## src/rtl/z80_sound_comm_pkg.sv

```systemverilog
// z80_sound_comm_pkg: Z80 port map, bank reset values and strobe states
package z80_sound_comm_pkg;
  localparam logic [3:0] RD_CMD = 4'h0;
  localparam logic [3:0] RD_BANK0 = 4'h8;
  localparam logic [3:0] RD_BANK1 = 4'h9;
  localparam logic [3:0] RD_BANK2 = 4'hA;
  localparam logic [3:0] RD_BANK3 = 4'hB;
  localparam logic [4:0] WR_NMI_EN = 5'h08;
  localparam logic [4:0] WR_NMI_DIS = 5'h18;
  localparam logic [4:0] WR_REPLY = 5'h0C;
  localparam logic [7:0] BANK0_RST = 8'h1E;
  localparam logic [7:0] BANK1_RST = 8'h0E;
  localparam logic [7:0] BANK2_RST = 8'h06;
  localparam logic [7:0] BANK3_RST = 8'h02;
  typedef enum logic [1:0] {ST_BLOCKED, ST_IDLE, ST_BUSY} strobe_st_e;
  function automatic logic is_bank(input logic [3:0] p);
    return p >= RD_BANK0 && p <= RD_BANK3;
  endfunction
endpackage

```

## src/rtl/z80_sound_comm_if.sv

```systemverilog
// z80_sound_comm_if: Z80 side I/O bus of the sound communication block
interface z80_sound_comm_if;
  logic [15:0] SDA;
  logic [7:0] SDD_OUT;
  logic nIORQ;
  logic nRD;
  logic nWR;
  logic [7:0] IO_DOUT;
  logic IO_DOUT_EN;
  logic nNMI;
  modport master (output SDA, SDD_OUT, nIORQ, nRD, nWR, input IO_DOUT, IO_DOUT_EN, nNMI);
  modport slave (input SDA, SDD_OUT, nIORQ, nRD, nWR, output IO_DOUT, IO_DOUT_EN, nNMI);
endinterface

```

## src/rtl/z80_sound_comm_strobe.sv

```systemverilog
// z80_io_strobe: one registered event per Z80 I/O access; an access already
// in progress when reset releases is ignored until the bus goes idle
module z80_io_strobe
  import z80_sound_comm_pkg::*;
(
  input  logic CLK,
  input  logic nRESET,
  input  logic nIORQ,
  input  logic nRD,
  input  logic nWR,
  output logic rd_evt,
  output logic wr_evt,
  output logic rd_act
);
  strobe_st_e st_q, st_d;
  logic rd_evt_q, rd_evt_d, wr_evt_q, wr_evt_d, rd_c, wr_c;
  always_comb begin
    rd_c = !nIORQ && !nRD;
    wr_c = !nIORQ && !nWR;
    st_d = !(rd_c || wr_c) ? ST_IDLE : (st_q == ST_IDLE ? ST_BUSY : st_q);
    rd_evt_d = st_q == ST_IDLE && rd_c;
    wr_evt_d = st_q == ST_IDLE && wr_c;
  end
  always_ff @(posedge CLK or negedge nRESET)
    if (!nRESET) begin
      st_q <= ST_BLOCKED;
      rd_evt_q <= 1'b0;
      wr_evt_q <= 1'b0;
    end else begin
      st_q <= st_d;
      rd_evt_q <= rd_evt_d;
      wr_evt_q <= wr_evt_d;
    end
  assign rd_evt = rd_evt_q;
  assign wr_evt = wr_evt_q;
  assign rd_act = rd_c && st_q != ST_BLOCKED;
endmodule

```

## src/rtl/z80_sound_comm.sv

```systemverilog
// z80_sound_comm: 68k->Z80 sound command mailbox with NMI, Z80 reply byte
// and ZMC bank registers latched from Z80 I/O reads
module z80_sound_comm
  import z80_sound_comm_pkg::*;
(
  input  logic CLK,
  input  logic nRESET,
  z80_sound_comm_if.slave z80,
  input  logic CMD_WR,
  input  logic [7:0] CMD_DIN,
  output logic [7:0] REPLY,
  output logic [7:0] BANK0,
  output logic [7:0] BANK1,
  output logic [7:0] BANK2,
  output logic [7:0] BANK3
);
  logic rd_evt, wr_evt, rd_act;
  logic [7:0] cmd_q, cmd_d, reply_q, reply_d;
  logic [3:0][7:0] bank_q, bank_d;
  logic nmi_en_q, nmi_en_d, pending_q, pending_d, nnmi_q, nnmi_d;
  logic [3:0] rd_port;
  logic [4:0] wr_port;
  z80_io_strobe u_strobe (
    .CLK(CLK),
    .nRESET(nRESET),
    .nIORQ(z80.nIORQ),
    .nRD(z80.nRD),
    .nWR(z80.nWR),
    .rd_evt(rd_evt),
    .wr_evt(wr_evt),
    .rd_act(rd_act)
  );
  always_comb begin
    rd_port = z80.SDA[3:0];
    wr_port = z80.SDA[4:0];
    cmd_d = CMD_WR ? CMD_DIN : cmd_q;
    reply_d = (wr_evt && wr_port == WR_REPLY) ? z80.SDD_OUT : reply_q;
    nmi_en_d = (wr_evt && wr_port == WR_NMI_EN) ? 1'b1 :
               (wr_evt && wr_port == WR_NMI_DIS) ? 1'b0 : nmi_en_q;
    // a new command beats the Z80 acknowledge; arming uses the pre-edge enable
    pending_d = (CMD_WR && nmi_en_q) ? 1'b1 :
                (rd_evt && rd_port == RD_CMD) ? 1'b0 : pending_q;
    nnmi_d = !(pending_d && nmi_en_d);
    bank_d = bank_q;
    if (rd_evt && is_bank(rd_port)) bank_d[rd_port[1:0]] = z80.SDA[15:8];
  end
  always_ff @(posedge CLK or negedge nRESET)
    if (!nRESET) begin
      cmd_q <= 8'h00;
      reply_q <= 8'h00;
      nmi_en_q <= 1'b0;
      pending_q <= 1'b0;
      nnmi_q <= 1'b1;
      bank_q <= {BANK3_RST, BANK2_RST, BANK1_RST, BANK0_RST};
    end else begin
      cmd_q <= cmd_d;
      reply_q <= reply_d;
      nmi_en_q <= nmi_en_d;
      pending_q <= pending_d;
      nnmi_q <= nnmi_d;
      bank_q <= bank_d;
    end
  assign z80.IO_DOUT_EN = rd_act && (rd_port == RD_CMD || is_bank(rd_port));
  assign z80.IO_DOUT = (z80.IO_DOUT_EN && rd_port == RD_CMD) ? cmd_q : 8'h00;
  assign z80.nNMI = nnmi_q;
  assign REPLY = reply_q;
  assign BANK0 = bank_q[0];
  assign BANK1 = bank_q[1];
  assign BANK2 = bank_q[2];
  assign BANK3 = bank_q[3];
endmodule

```

## src/flat_wrapper.sv

```systemverilog
// flat-port wrapper written by rule: the top's interface ports become plain ports
module z80_sound_comm_flat import z80_sound_comm_pkg::*;
  (CLK, nRESET, CMD_WR, CMD_DIN, REPLY, BANK0, BANK1, BANK2, BANK3, z80_SDA, z80_SDD_OUT, z80_nIORQ, z80_nRD, z80_nWR, z80_IO_DOUT, z80_IO_DOUT_EN, z80_nNMI);
  z80_sound_comm_if z80_i ();
  input  logic CLK;
  input  logic nRESET;
  input  logic CMD_WR;
  input  logic [7:0] CMD_DIN;
  output logic [7:0] REPLY;
  output logic [7:0] BANK0;
  output logic [7:0] BANK1;
  output logic [7:0] BANK2;
  output logic [7:0] BANK3;
  input wire logic [$bits(z80_i.SDA)-1:0] z80_SDA;
  input wire logic [$bits(z80_i.SDD_OUT)-1:0] z80_SDD_OUT;
  input wire logic [$bits(z80_i.nIORQ)-1:0] z80_nIORQ;
  input wire logic [$bits(z80_i.nRD)-1:0] z80_nRD;
  input wire logic [$bits(z80_i.nWR)-1:0] z80_nWR;
  output wire logic [$bits(z80_i.IO_DOUT)-1:0] z80_IO_DOUT;
  output wire logic [$bits(z80_i.IO_DOUT_EN)-1:0] z80_IO_DOUT_EN;
  output wire logic [$bits(z80_i.nNMI)-1:0] z80_nNMI;
  assign z80_i.SDA = z80_SDA;
  assign z80_i.SDD_OUT = z80_SDD_OUT;
  assign z80_i.nIORQ = z80_nIORQ;
  assign z80_i.nRD = z80_nRD;
  assign z80_i.nWR = z80_nWR;
  assign z80_IO_DOUT = z80_i.IO_DOUT;
  assign z80_IO_DOUT_EN = z80_i.IO_DOUT_EN;
  assign z80_nNMI = z80_i.nNMI;
  z80_sound_comm u_core (.CLK(CLK), .nRESET(nRESET), .z80(z80_i), .CMD_WR(CMD_WR), .CMD_DIN(CMD_DIN), .REPLY(REPLY), .BANK0(BANK0), .BANK1(BANK1), .BANK2(BANK2), .BANK3(BANK3));
endmodule
```

## config.mk

```make
export PLATFORM = sky130hd
export DESIGN_NAME = z80_sound_comm_flat
export DESIGN_NICKNAME = d
export VERILOG_FILES = /design/src/rtl/z80_sound_comm_pkg.sv /design/src/rtl/z80_sound_comm_if.sv /design/src/rtl/z80_sound_comm_strobe.sv /design/src/rtl/z80_sound_comm.sv /design/src/flat_wrapper.sv
export SDC_FILE = /design/constraint.sdc
export NUM_CORES = 1
export LEC_CHECK = 0
export ABC_CLOCK_PERIOD_IN_PS = 1800
export CAP_MARGIN = 30
export CORE_ASPECT_RATIO = 1.1
export CORE_UTILIZATION = 35
export CTS_BUF_LIST = sky130_fd_sc_hd__clkbuf_2
export CTS_CLUSTER_SIZE = 16
export DETAILED_ROUTE_END_ITERATION = 8
export DONT_BUFFER_PORTS = 1
export SYNTH_ARGS = -nofsm -noshare
export SYNTH_HDL_FRONTEND = slang
export SYNTH_SLANG_ARGS = --single-unit
```

## constraint.sdc

```tcl
create_clock -name CLK -period 1.8 [get_ports CLK]
set_input_delay 0.45 -clock CLK [delete_from_list [all_inputs] [get_ports CLK]]
set_output_delay 0.45 -clock CLK [all_outputs]
set_load 0.02 [all_outputs]
```

# --- Word-level counts from Yosys, hierarchy flattened ---
# Cells that the tools add are included.
# W data, S select, Z words.
word_totals:
  ff_bits: 55
  latch_bits: 0
  ram_bits: 0
  romBits: 0
  inputBits: 38
  out_inout_bits: 50
  wordCells: 55
  mem_count: 0
op_classes:
  add_sub_neg: 0
  multipliers: 0
  n_div: 0
  n_lt_le_gt_ge: 4
  n_eq_ne: 5
  shifts: 0
  mux: 10
  n_bitwise: 0
  n_reduce_logical: 24
op_table:
  columns: ["cell", "n"]
  rows:
  - ["$bwmux W32", 1]
  - ["$demux W8 S2", 1]
  - ["$logic_and A1 B1 Y1", 16]
  - ["$mux W8", 2]
  - ["$eq A5 B4 Y1 const B", 2]
  - ["$eq A5 B5 Y1 const B", 1]
  - ["$ge A4 B4 Y1 const B", 1]
  - ["$le A4 B4 Y1 const B", 1]
  - ["$logic_not A1 Y1", 4]
  - ["$logic_not A4 Y1", 1]
  - ["$mux W1", 4]
  - ["$mux W2", 2]
  - ["$lt A2 B3 Y1 const B", 1]
  - ["$eq A2 B1 Y1 const B", 1]
  - ["$ge A2 B1 Y1 const B", 1]
  - ["$logic_or A1 B1 Y1", 2]
  - ["$ne A2 B1 Y1 const B", 1]
  - ["$reduce_bool A2 Y1", 1]

# --- Longest topological paths before layout ---
logic_depth:
  word_depth: 6
  mapped_depth: 5
  ltp_nobuf: 3

# --- By module ---
# Synthesis repeated with hierarchy kept, for this count alone.
unflattened:
  cells_unflattened: 143
  hier_area_um2: 2268.4
modules_own_cells:
  columns: ["mod", "n_inst", "cells_per_inst", "area_each_um2", "seq_area_each_um2"]
  rows:
  - ["z80_sound_comm", 1, 132, 2125.8, 1290.0]
  - ["z80_io_strobe", 1, 11, 142.6, 100.1]

# --- Least setup slack after synthesis ---
# OpenSTA, ideal clock, no wires.
synth_timing:
  path_type: "input port to output port"
  startpoint: "in z80_SDA[1]"
  endpoint: "out z80_IO_DOUT[0]"
  arrival_ps: 1486
  required_time_ps: 1350
  setup_slack_ps: -136
  path_stages: 3
  path_buffers: 0
  cell_sequence: "or4_4 > nor4_4 > and2_1"
synth_via:
  elab_chain_cells: 6
  elab_cells_between_ends: 8
  classes_between: "2 x order compare; 1 x mux; 5 x reduce/logical"
synth_lines:
  columns: ["element", "line_no", "source"]
  rows:
  - ["start: declaration", "flat_wrapper.sv:14", "input wire logic [$bits(z80_i.SDA)-1:0] z80_SDA;"]
  - ["$ge A4 B4 Y1 or $le A4 B4 Y1 (tied branches)", "z80_sound_comm_pkg.sv:17", "return p >= RD_BANK0 && p <= RD_BANK3;"]
  - ["$logic_and A1 B1 Y1", "z80_sound_comm_pkg.sv:17", null]
  - ["$logic_or A1 B1 Y1", "z80_sound_comm.sv:63", "assign z80.IO_DOUT_EN = rd_act && (rd_port == RD_CMD || is_bank(rd_port));"]
  - ["$logic_and A1 B1 Y1", "z80_sound_comm.sv:63", null]
  - ["$logic_and A1 B1 Y1 *", "z80_sound_comm.sv:64", "assign z80.IO_DOUT = (z80.IO_DOUT_EN && rd_port == RD_CMD) ? cmd_q : 8'h00;"]
  - ["$mux W8 *", "z80_sound_comm.sv:64", null]
  - ["end: declaration", "flat_wrapper.sv:19", "output wire logic [$bits(z80_i.IO_DOUT)-1:0] z80_IO_DOUT;"]
# Mark *: on every way between the ends. The rest lies on a longest branch, timed or not.

# --- Worst setup path after layout ---
layout_timing:
  startpoint: "in z80_SDA[1]"
  endpoint: "out z80_IO_DOUT[3]"
# Same word-level chain as after synthesis.

==> results_dict.tcl <==
set metrics [dict create \
    run_status "complete, but fails checks" \
    violations "setup timing" \
    finalWirelength_um 4210 \
    synth-async-reset-ratio 1.00 \
    viasPerCell 5.14 \
    drtIter0Drc 15 \
    dr.pass1.iters 3 \
    worst-setup-path-type "primary input to output pin" \
    clk_pin_slew_ns 0.23 \
    final_common_cell "mux2_2" \
    synth-edff-count 0 \
    grt_max_degree 56 \
    die_h_um 85.5 \
    clock-sinks 55 \
    pin_count 88 \
    worstMarginPinSlew_ns 0.432 \
    yosys_most_used_dff "dfrtp_1" \
    fin_area_um2 2510 \
    maxCapViolCount 0 \
    grt_usage 0.133 \
    ys_types 30 \
    cts_root_buf "clkbuf_2" \
    nFillCells 585 \
    switching_share 0.293 \
    seq_power_share 0.716 \
    numPortBuffers 0 \
    synthTopCellsByArea "dfrtp_1 50%, mux2_2 24%, dfstp_2 13%" \
    p_clk_frac 0.180 \
    cts_made_buffers 5 \
    row_count 30 \
    worstSkewPairLatency_ns 0.40 \
    fin_nets 195 \
    leakage_nw 1.15 \
    layout_common_cells "48 x mux2_2, 44 x dfrtp_1, 11 x dfstp_2" \
    worstPathMaxFanout 8 \
    dieArea_um2 6660 \
    p_int_w 0.00168 \
    drc 0 \
    yosysTopAreaCellShare 0.496 \
    startpoint_type "primary input" \
    drtAntennaViolNets 0 \
    drive_above_1_share 0.570 \
    clk_path_buf_depth 2 \
    gp_congestion 0.744 \
    start_util 0.361 \
    ys_ff_latch 55 \
    max_freq_mhz 518 \
    slew_headroom 0.711 \
    worstSetupEndpointType "output pin" \
    synth_area_um2 2220 \
    rsz0062_at_grt "yes" \
    die_w_um 77.9 \
    final-hold-violation-count 0 \
    ys_seq_area_frac 0.626 \
    dpl.hpwl_um 3140 \
    cts_max_level 2 \
    syn_inst 142 \
    synth_top_area_cell "dfrtp_1" \
    slew_violations 0 \
    p_switching_w 0.000695 \
    cp.required_ns 1.35 \
    wire_per_inst_um 17.7 \
    place_area_um2 2350 \
    clock_skew_ns 0.0157 \
    setup_ws_ns -0.131 \
    cts_tree "yes" \
    r2r-start "u_core.u_strobe.st_q[1]" \
    min_path_type "primary input to flop" \
    startpoint "z80_SDA[1]" \
    p_comb_frac 0.104 \
    grt_pass1_vias 1285 \
    syn_area_per_cell_um2 15.6 \
    yosys_warnings 0 \
    ir_worst_vdd_v 0.000329 \
    power-per-cell-area_nw_per_um2 947 \
    setup_viol 9 \
    syn2layout_area_growth_pct 13.0 \
    period_needed_ns 1.93 \
    critPathArrivalTime_ns 1.48 \
    diodes 0 \
    final_util 0.407 \
    grt-ovfl-total 0 \
    synth_fp_nets 180 \
    multi_input_area_um2 827 \
    finalCritPeriodShare 1.07 \
    hold_start "z80_nWR" \
    fp.coreArea_um2 6160 \
    grt_antenna_before_repair 0 \
    vias 1224 \
    seqCellArea_um2 1390 \
    pre_cts_slack_ns -0.257 \
    grt_pass1_wl_um 6670 \
]
registers in the layout, indices dropped and copies added (netlist names):
name,flops
u_core.REPLY,8
u_core.BANK1,8
u_core.BANK0,8
u_core.u_strobe.st_q,2
u_core.BANK3,8
u_core.pending_q,1
u_core.BANK2,8
u_core.z80.nNMI,1
u_core.u_strobe.rd_evt,1
u_core.nmi_en_q,1
u_core.cmd_q,8
u_core.u_strobe.wr_evt,1
path summary, 6_finish.rpt:
kind | endpoint | slack (ns) | depth (start not counted)
max | z80_IO_DOUT[3] | -0.13 | 4
min | u_core.u_strobe.wr_evt | 0.08 | 1
max reg2reg | u_core.u_strobe.rd_evt | 0.31 | 4
min reg2reg | u_core.cmd_q[3] | 0.55 | 1
max in group asynchronous | u_core.BANK0[4] | 0.98 | 2
min in group asynchronous | u_core.nmi_en_q | 0.53 | 2
metrics by stage:
step           std cells  hold WS (ns)  power, W  TNS [ns]
5_1_grt              238     0.0000495   0.00252     -2.16
2_1_floorplan        142         0.154   0.00186    -0.850
6_report             238        0.0809   0.00237     -1.10
4_1_cts              235        0.0209   0.00242     -1.91
3_3_place_gp         221         0.155   0.00190     -1.70
3_5_place_dp         221         0.156   0.00193     -2.02
critical path: stages:
cell    delay, ns
or4_4        0.54
nor4_4       0.15
buf_6        0.16
and2_4       0.18
kinds of logic after synthesis:
logic type | count (synthesis) | share of synthesized area
multiplexers | 49 | 0.249
AND/OR/NAND/NOR | 24 | 0.0823
buffers and inverters | 7 | 0.0163
flip-flops | 55 | 0.626
AO/OA/AOI/OAI | 7 | 0.0265
Yosys cell counts (2+ instances only):
cell / count
mux2_2: 48
dfrtp_1: 44
dfstp_2: 11
and2_1: 8
buf_2: 2
buf_4: 2
inv_1: 2
nor2_1: 2
nor3_1: 2
power groups by stage:
| stage | sequential (W) | clock, W | combinational, W |
|---|---|---|---|
| floorplan | 0.00168 | 0 | 0.000177 |
| detailed placement | 0.00172 | 0 | 0.000204 |
| CTS | 0.00170 | 0.000468 | 0.000248 |
| finish | 0.00170 | 0.000428 | 0.000246 |
| global placement | 0.00171 | 0 | 0.000189 |
| global route | 0.00172 | 0.000523 | 0.000271 |
layer usage:
layer / vias to the layer above / global-route usage / share of wire
met5: - / 0 / 0
li1: 540 / - / -
met4: 0 / 0.0354 / 0.012
met1: 616 / 0.159 / 0.40
met2: 61 / 0.226 / 0.50
met3: 7 / 0.0511 / 0.089
layout make-up:
cell class,count,share of cell area
flip-flops and latches,55,0.554
well taps,80,0.0399
multi-input cells,80,0.330
clock buffers,6,0.0120
clock inverters,2,0.00349
repair buffers,13,0.0574
inverters,2,0.00299
what timing repair did:
| action | CTS | global route |
|---|---|---|
| pin swaps | 8 | 2 |
| hold buffers | 2 | 3 |
| endpoints found under the hold margin | 55 | 2 |
| setup buffers | 4 | 0 |
| endpoints found under the setup margin | 9 | 9 |
| gates resized for setup | 11 | 0 |
No activity file was read; power rests on OpenSTA's default activity.
